==> config.mk <==
export PLATFORM = sky130hd
export DESIGN_NAME = rotate_sequencer
export DESIGN_NICKNAME = d
export VERILOG_FILES = /design/src/rtl/rotate_sequencer_pkg.sv /design/src/rtl/rotate_sequencer.sv
export SDC_FILE = /design/constraint.sdc
export NUM_CORES = 1
export LEC_CHECK = 0
export ABC_AREA = 1
export ABC_CLOCK_PERIOD_IN_PS = 2680
export CAP_MARGIN = 10
export CORE_MARGIN = 2
export CORE_UTILIZATION = 30
export DETAILED_ROUTE_END_ITERATION = 10
export GPL_TIMING_DRIVEN = 0
export SLEW_MARGIN = 30
export SYNTH_ARGS = -nofsm -noshare
export SYNTH_HDL_FRONTEND = slang
export SYNTH_SLANG_ARGS = --single-unit
==> constraint.sdc <==
create_clock -name clk -period 2.68 [get_ports clk]
set_input_delay 0.402 -clock clk [delete_from_list [all_inputs] [get_ports clk]]
set_output_delay 0.402 -clock clk [all_outputs]
set_load 0.02 [all_outputs]
==> src/rtl/rotate_sequencer_pkg.sv <==
// Shared types and widths for the rotate sequencer and its companion rotator.
package rotate_sequencer_pkg;

    localparam int DATA_W    = 8;
    localparam int AMT_W     = 3;
    // Command count field is wide enough for any supported CNT_W; narrower counts are zero-extended.
    localparam int CMD_CNT_W = 16;

    typedef enum logic {
        IDLE = 1'b0,
        RUN  = 1'b1
    } state_e;

    typedef struct packed {
        logic [DATA_W-1:0]    data;
        logic [AMT_W-1:0]     step;
        logic                 dir;
        logic [CMD_CNT_W-1:0] count;
    } cmd_t;

endpackage

==> src/rtl/rotate_sequencer.sv <==
// Command-driven sequencer: feeds an external rotator with an accumulating amount
// and streams each rotated result out over valid/ready.
module rotate_sequencer
    import rotate_sequencer_pkg::*;
#(
    parameter int CNT_W = 4
) (
    input  logic              clk,
    input  logic              rst_n,
    input  logic              flush,
    input  logic              in_valid,
    output logic              in_ready,
    input  logic [DATA_W-1:0] in_data,
    input  logic [AMT_W-1:0]  in_step,
    input  logic              in_dir,
    input  logic [CNT_W-1:0]  in_count,
    output logic [DATA_W-1:0] sh_a,
    output logic [AMT_W-1:0]  sh_amt,
    output logic              sh_dir,
    input  logic [DATA_W-1:0] sh_y,
    output logic              out_valid,
    input  logic              out_ready,
    output logic [DATA_W-1:0] out_data,
    output logic              out_last,
    output logic              busy,
    output state_e            dbg_state
);

    // Handshakes: a transfer happens on a rising edge where valid & ready are both high;
    // valid never depends on ready, and a producer holds its payload until the transfer.

    state_e              state_q, state_d;
    cmd_t                cmd_q, cmd_d;
    logic [AMT_W-1:0]    acc_amt_q, acc_amt_d;
    logic [CNT_W-1:0]    k_q, k_d;
    logic                out_valid_q, out_valid_d;
    logic [DATA_W-1:0]   out_data_q, out_data_d;
    logic                out_last_q, out_last_d;

    logic                capture;
    logic                last_k;

    assign last_k  = (CMD_CNT_W'(k_q) == cmd_q.count);
    assign capture = (state_q == RUN) && (!out_valid_q || out_ready);

    always_comb begin
        state_d     = state_q;
        cmd_d       = cmd_q;
        acc_amt_d   = acc_amt_q;
        k_d         = k_q;
        out_valid_d = out_valid_q;
        out_data_d  = out_data_q;
        out_last_d  = out_last_q;

        if (flush) begin
            state_d     = IDLE;
            out_valid_d = 1'b0;
            out_last_d  = 1'b0;
        end else begin
            if (out_valid_q && out_ready) begin
                out_valid_d = 1'b0;
            end
            case (state_q)
                IDLE: begin
                    if (in_valid) begin
                        cmd_d.data  = in_data;
                        cmd_d.step  = in_step;
                        cmd_d.dir   = in_dir;
                        cmd_d.count = CMD_CNT_W'(in_count);
                        acc_amt_d   = '0;
                        k_d         = '0;
                        state_d     = RUN;
                    end
                end
                RUN: begin
                    if (capture) begin
                        out_data_d  = sh_y;
                        out_valid_d = 1'b1;
                        out_last_d  = last_k;
                        k_d         = k_q + CNT_W'(1);
                        acc_amt_d   = acc_amt_q + cmd_q.step;
                        if (last_k) begin
                            state_d = IDLE;
                        end
                    end
                end
                default: state_d = IDLE;
            endcase
        end
    end

    always_ff @(posedge clk or negedge rst_n) begin
        if (!rst_n) begin
            state_q     <= IDLE;
            cmd_q       <= '0;
            acc_amt_q   <= '0;
            k_q         <= '0;
            out_valid_q <= 1'b0;
            out_data_q  <= '0;
            out_last_q  <= 1'b0;
        end else begin
            state_q     <= state_d;
            cmd_q       <= cmd_d;
            acc_amt_q   <= acc_amt_d;
            k_q         <= k_d;
            out_valid_q <= out_valid_d;
            out_data_q  <= out_data_d;
            out_last_q  <= out_last_d;
        end
    end

    // Rotator inputs come straight from registers, so sh_y never reaches in_ready.
    assign sh_a      = cmd_q.data;
    assign sh_amt    = acc_amt_q;
    assign sh_dir    = cmd_q.dir;
    assign in_ready  = (state_q == IDLE);
    assign out_valid = out_valid_q;
    assign out_data  = out_data_q;
    assign out_last  = out_last_q;
    assign busy      = (state_q == RUN) || out_valid_q;
    assign dbg_state = state_q;

endmodule

==> results <==
- The effective utilization at floorplan is 0.311.
- Based on the critical path, the design can be clocked at up to roughly 0.50 GHz.
- Buffers inserted during clock tree synthesis total 5.
- Once detail routing completed, the nets flagged for antenna violations numbered 0.
- The non-filler instance count after layout is around 300.
- The number of synthesized register bits is 34.
- The signal on the critical path passes through or2_2 -> clkdlybuf4s50_1.
- Once placement completed, the tool counted placed cells totaling between 200 and 300.
- The final design instance area without fill is 2310 um^2.
- The buffers plus inverters on the worst setup path is 1.
- The TritonCTS clock tree is built.
- The hold-critical path depth is 2.
- After global routing the overflow that remains totals 0.
- The endpoint class of the critical path is a primary output.
- The number of distinct library cell variants in the gate-level netlist after synthesis is 23.
- The slowest stage of the critical path is the sky130_fd_sc_hd__clkdlybuf4s50_1 cell.
- The clock arrives with ~4.4 ps of skew.
- The total iterations of the first detailed-routing run is 4.
- The reported leakage power is between 1 and 1.5 nW.
- The overall global routing resource usage is 0.124.
- The number of cell rows is 26.
- The final number of hold-violating endpoints was 0.
- The cell count after synthesis is about 160.
- Routability-driven placement finished with a final weighted congestion of 0.734.
- For the worst setup path, the data required time is ~2300 ps.
- The number of maximum-capacitance violations is 0.
- The post-detailed-routing wire length is 3220 um.
- The slack of the worst reg-to-reg path is 1390 ps.
- The number of design rule violations left after detail routing is 0.
- 54 I/O pins were placed.
- The clock reaches the later pin of the worst-skew pair after about 280 ps.
- Subtracting the final worst setup slack from the clock period gives 2010 ps.
- The arrival time of data at the critical path endpoint is 1610 ps.
- The flow ran to the end, and the final reports show no timing, DRC or antenna violations.
- The longest clock path from root to sink contains 2 buffers.
- During placement, the flow inserted port buffers numbering 53.
- The number of pins with negative max-slew slack in the final report is 0.
- CTS built an H-tree with a depth of 2.
- Setup repair after global routing left no endpoint under its margin.
- The fraction of layout instances using a drive strength above 1 is 0.164.
- The die covers 5890 um^2.
- Entering global routing, the biggest net connects 25 pins.
- The tree is rooted in a sky130_fd_sc_hd__clkbuf_8.
- The start of the worst register-to-register path is dbg_state$_DFF_PN0_.
- After detailed routing, the number of vias per cell comes to between 4 and 5.
- The synthesized netlist occupies a cell area of 1590 um^2.
- A synthesized cell averages 9.67 um^2.
- Measured in cells, the most critical reg-to-reg path has a length of 4.
- The y dimension of the die is 76.7 um.
- The clock drives 34 sinks.
- The first-pass GRT wire length is 5730 um.
- The number of nets produced by synthesis is between 150 and 200.
- Of the synthesized area, sequential elements account for 0.536.
- In this run the worst hold path is classified as reg -> reg.
- On the worst path, the slowest cell contributes a delay of between 500 and 600 ps.
- The number of global-route vias before repair is 1,211.
- The kind of start point of the critical path is a flip-flop.
- The pin slew with the least headroom to its limit is 267 ps.
- Once placement finished, the instance area stood at 2220 um^2.
- Of the available clock period, the critical path in the final layout requires 0.750.
- Summed over all nets, the half-perimeter wirelength after detailed placement is ~2400 um.
- The die is 76.7 um wide.
- The setup path with the least slack is of type reg -> out.
- The destination of the worst hold path is out_data[5]$_DFFE_PN0P_.
- The power per cell area is 655 nW/um^2.
- On the critical path the largest part of the delay comes from buffers and inverters.
- The Yosys warning count is 0.
- The setup violation total in the final timing report is 0.
- The number of antenna violations at the first check in global routing was 0.
- The startpoint of the worst setup timing path is dbg_state$_DFF_PN0_.
- For this block, the via count after detailed routing is 1,235.
- The violation count after the first detailed-routing iteration is 32.
- The number of antenna diodes in the final layout is 0.
- The floorplan step defined a core boundary enclosing 5110 um^2.
- For the final routed database, the setup TNS stands at 0 ps.
- The area growth from synthesis to layout is 45.3%.
- Measured on the finished design, the core utilization comes to 0.451.
- The worst pin sits at a relative slew slack of 0.822.
- The maximum net fanout on the critical path is 7.
- The clock-pin transition on the worst setup and hold timing paths is around 60 ps.
- The destination of the worst register-to-register timing path is sh_a[7]$_DFFE_PN0P_.
- The hold path startpoint is out_data[5]$_DFFE_PN0P_.
- IR analysis of the VDD net gives a maximum drop of roughly 0.33 mV.
- Dividing the detail-routed wire length by the instance count gives 10.9 um.
- The final layout contains 258 nets.
==> layer usage <==
metal  vias up  track usage  share of wire
met5         -            0              0
met1       574        0.158           0.44
met3         7       0.0412          0.058
li1        624            -              -
met2        30        0.196           0.49
met4         0       0.0491          0.016
==> layout by cell type (no fill, tap or decap), types with 4 or more instances in the layout <==
| cell type | netlist | routed |
|---|---|---|
| sky130_fd_sc_hd__dfrtp_1 | 34 | 34 |
| sky130_fd_sc_hd__clkdlybuf4s50_1 | 0 | 52 |
| sky130_fd_sc_hd__nand3_1 | 4 | 4 |
| sky130_fd_sc_hd__clkbuf_8 | 0 | 5 |
| sky130_fd_sc_hd__a21oi_1 | 6 | 6 |
| sky130_fd_sc_hd__inv_1 | 14 | 14 |
| sky130_fd_sc_hd__nand2_1 | 52 | 52 |
| sky130_fd_sc_hd__mux2_4 | 10 | 10 |
| sky130_fd_sc_hd__nor2_1 | 11 | 11 |
| sky130_fd_sc_hd__buf_4 | 9 | 9 |
==> area by class of cell <==
type	count	area, um^2
plain buffers	11	83.8
clock buffers	7	76.3
fillers	513	2800
inverters	16	60.1
multi-input cells	103	592
flip-flops and latches	34	851
well taps	70	87.6
repair buffers	55	556
==> report_power, final <==
part | switching (mW) | internal (mW) | total, mW
clock | 0.167 | 0.179 | 0.346
sequential | 0.0574 | 0.603 | 0.660
combinational | 0.226 | 0.277 | 0.503
total | 0.451 | 1.06 | 1.51
==> registers in the layout, summed over array words and instances, names as in the netlist <==
| register | flops |
|---|---|
| cmd_q | 7 |
| dbg_state | 1 |
| k_q | 4 |
| out_data | 8 |
| out_last | 1 |
| out_valid | 1 |
| sh_a | 8 |
| sh_amt | 3 |
| sh_dir | 1 |
==> synth_stat cells <==
| master | number | area [um^2] |
|---|---|---|
| sky130_fd_sc_hd__a21oi_1 | 6 | 30.0 |
| sky130_fd_sc_hd__buf_2 | 1 | 5.00 |
| sky130_fd_sc_hd__buf_4 | 9 | 67.6 |
| sky130_fd_sc_hd__buf_6 | 1 | 11.3 |
| sky130_fd_sc_hd__dfrtp_1 | 34 | 851 |
| sky130_fd_sc_hd__fa_1 | 1 | 20.0 |
| sky130_fd_sc_hd__ha_1 | 2 | 25.0 |
| sky130_fd_sc_hd__inv_1 | 14 | 52.6 |
| sky130_fd_sc_hd__inv_2 | 2 | 7.51 |
| sky130_fd_sc_hd__mux2_2 | 1 | 11.3 |
| sky130_fd_sc_hd__mux2_4 | 10 | 150 |
| sky130_fd_sc_hd__nand2_1 | 52 | 195 |
| sky130_fd_sc_hd__nand2_2 | 1 | 6.26 |
| sky130_fd_sc_hd__nand3_1 | 4 | 20.0 |
| sky130_fd_sc_hd__nand3_2 | 1 | 10.0 |
| sky130_fd_sc_hd__nand4_1 | 2 | 12.5 |
| sky130_fd_sc_hd__nor2_1 | 11 | 41.3 |
| sky130_fd_sc_hd__nor2_2 | 2 | 12.5 |
| sky130_fd_sc_hd__o21ai_0 | 3 | 15.0 |
| sky130_fd_sc_hd__o21ai_1 | 3 | 15.0 |
| sky130_fd_sc_hd__o22ai_1 | 1 | 6.26 |
| sky130_fd_sc_hd__or2_2 | 2 | 12.5 |
| sky130_fd_sc_hd__xnor2_1 | 1 | 8.76 |
==> per-stage QoR <==
stage	setup WS, ps	hold slack (ps)	total power, mW
3_3_place_gp	395	454	1.17
2_1_floorplan	1330	106	0.950
3_5_place_dp	915	292	1.18
6_report	669	471	1.51
4_1_cts	646	473	1.54
5_1_grt	617	494	1.62
==> what timing repair did <==
item | in CTS | in global routing
setup buffers | 0 | 0
endpoints found under the hold margin | 10 | 0
gates resized for setup | 0 | 0
hold buffers | 1 | 0
==> kinds of logic after synthesis <==
family,Yosys count,share of synthesized area
AND/OR/NAND/NOR,75,0.196
flip-flops,34,0.536
buffers and inverters,27,0.0907
AO/OA/AOI/OAI,13,0.0418
multiplexers,11,0.102
adder cells (fa/ha/maj),3,0.0284
XOR/XNOR,1,0.00552
==> worst min-delay path: stages (launching register included) <==
cell,delay [ps]
sky130_fd_sc_hd__dfrtp_1,340
sky130_fd_sc_hd__nand2_1,50
sky130_fd_sc_hd__nand2_1,50
==> worst max-delay path by stage <==
stage / endpoint / slack, ps / depth (start not counted)
after CTS: busy / 650 / 2
after detailed placement: sh_a[2]$_DFFE_PN0P_ / 910 / 5
after floorplan: cmd_q[17]$_DFFE_PN0P_ / 1330 / 4
final: busy / 670 / 2
after global placement: sh_a[6]$_DFFE_PN0P_ / 390 / 1
after global routing: busy / 620 / 2
Note: power is estimated with default switching activity, not from simulation.
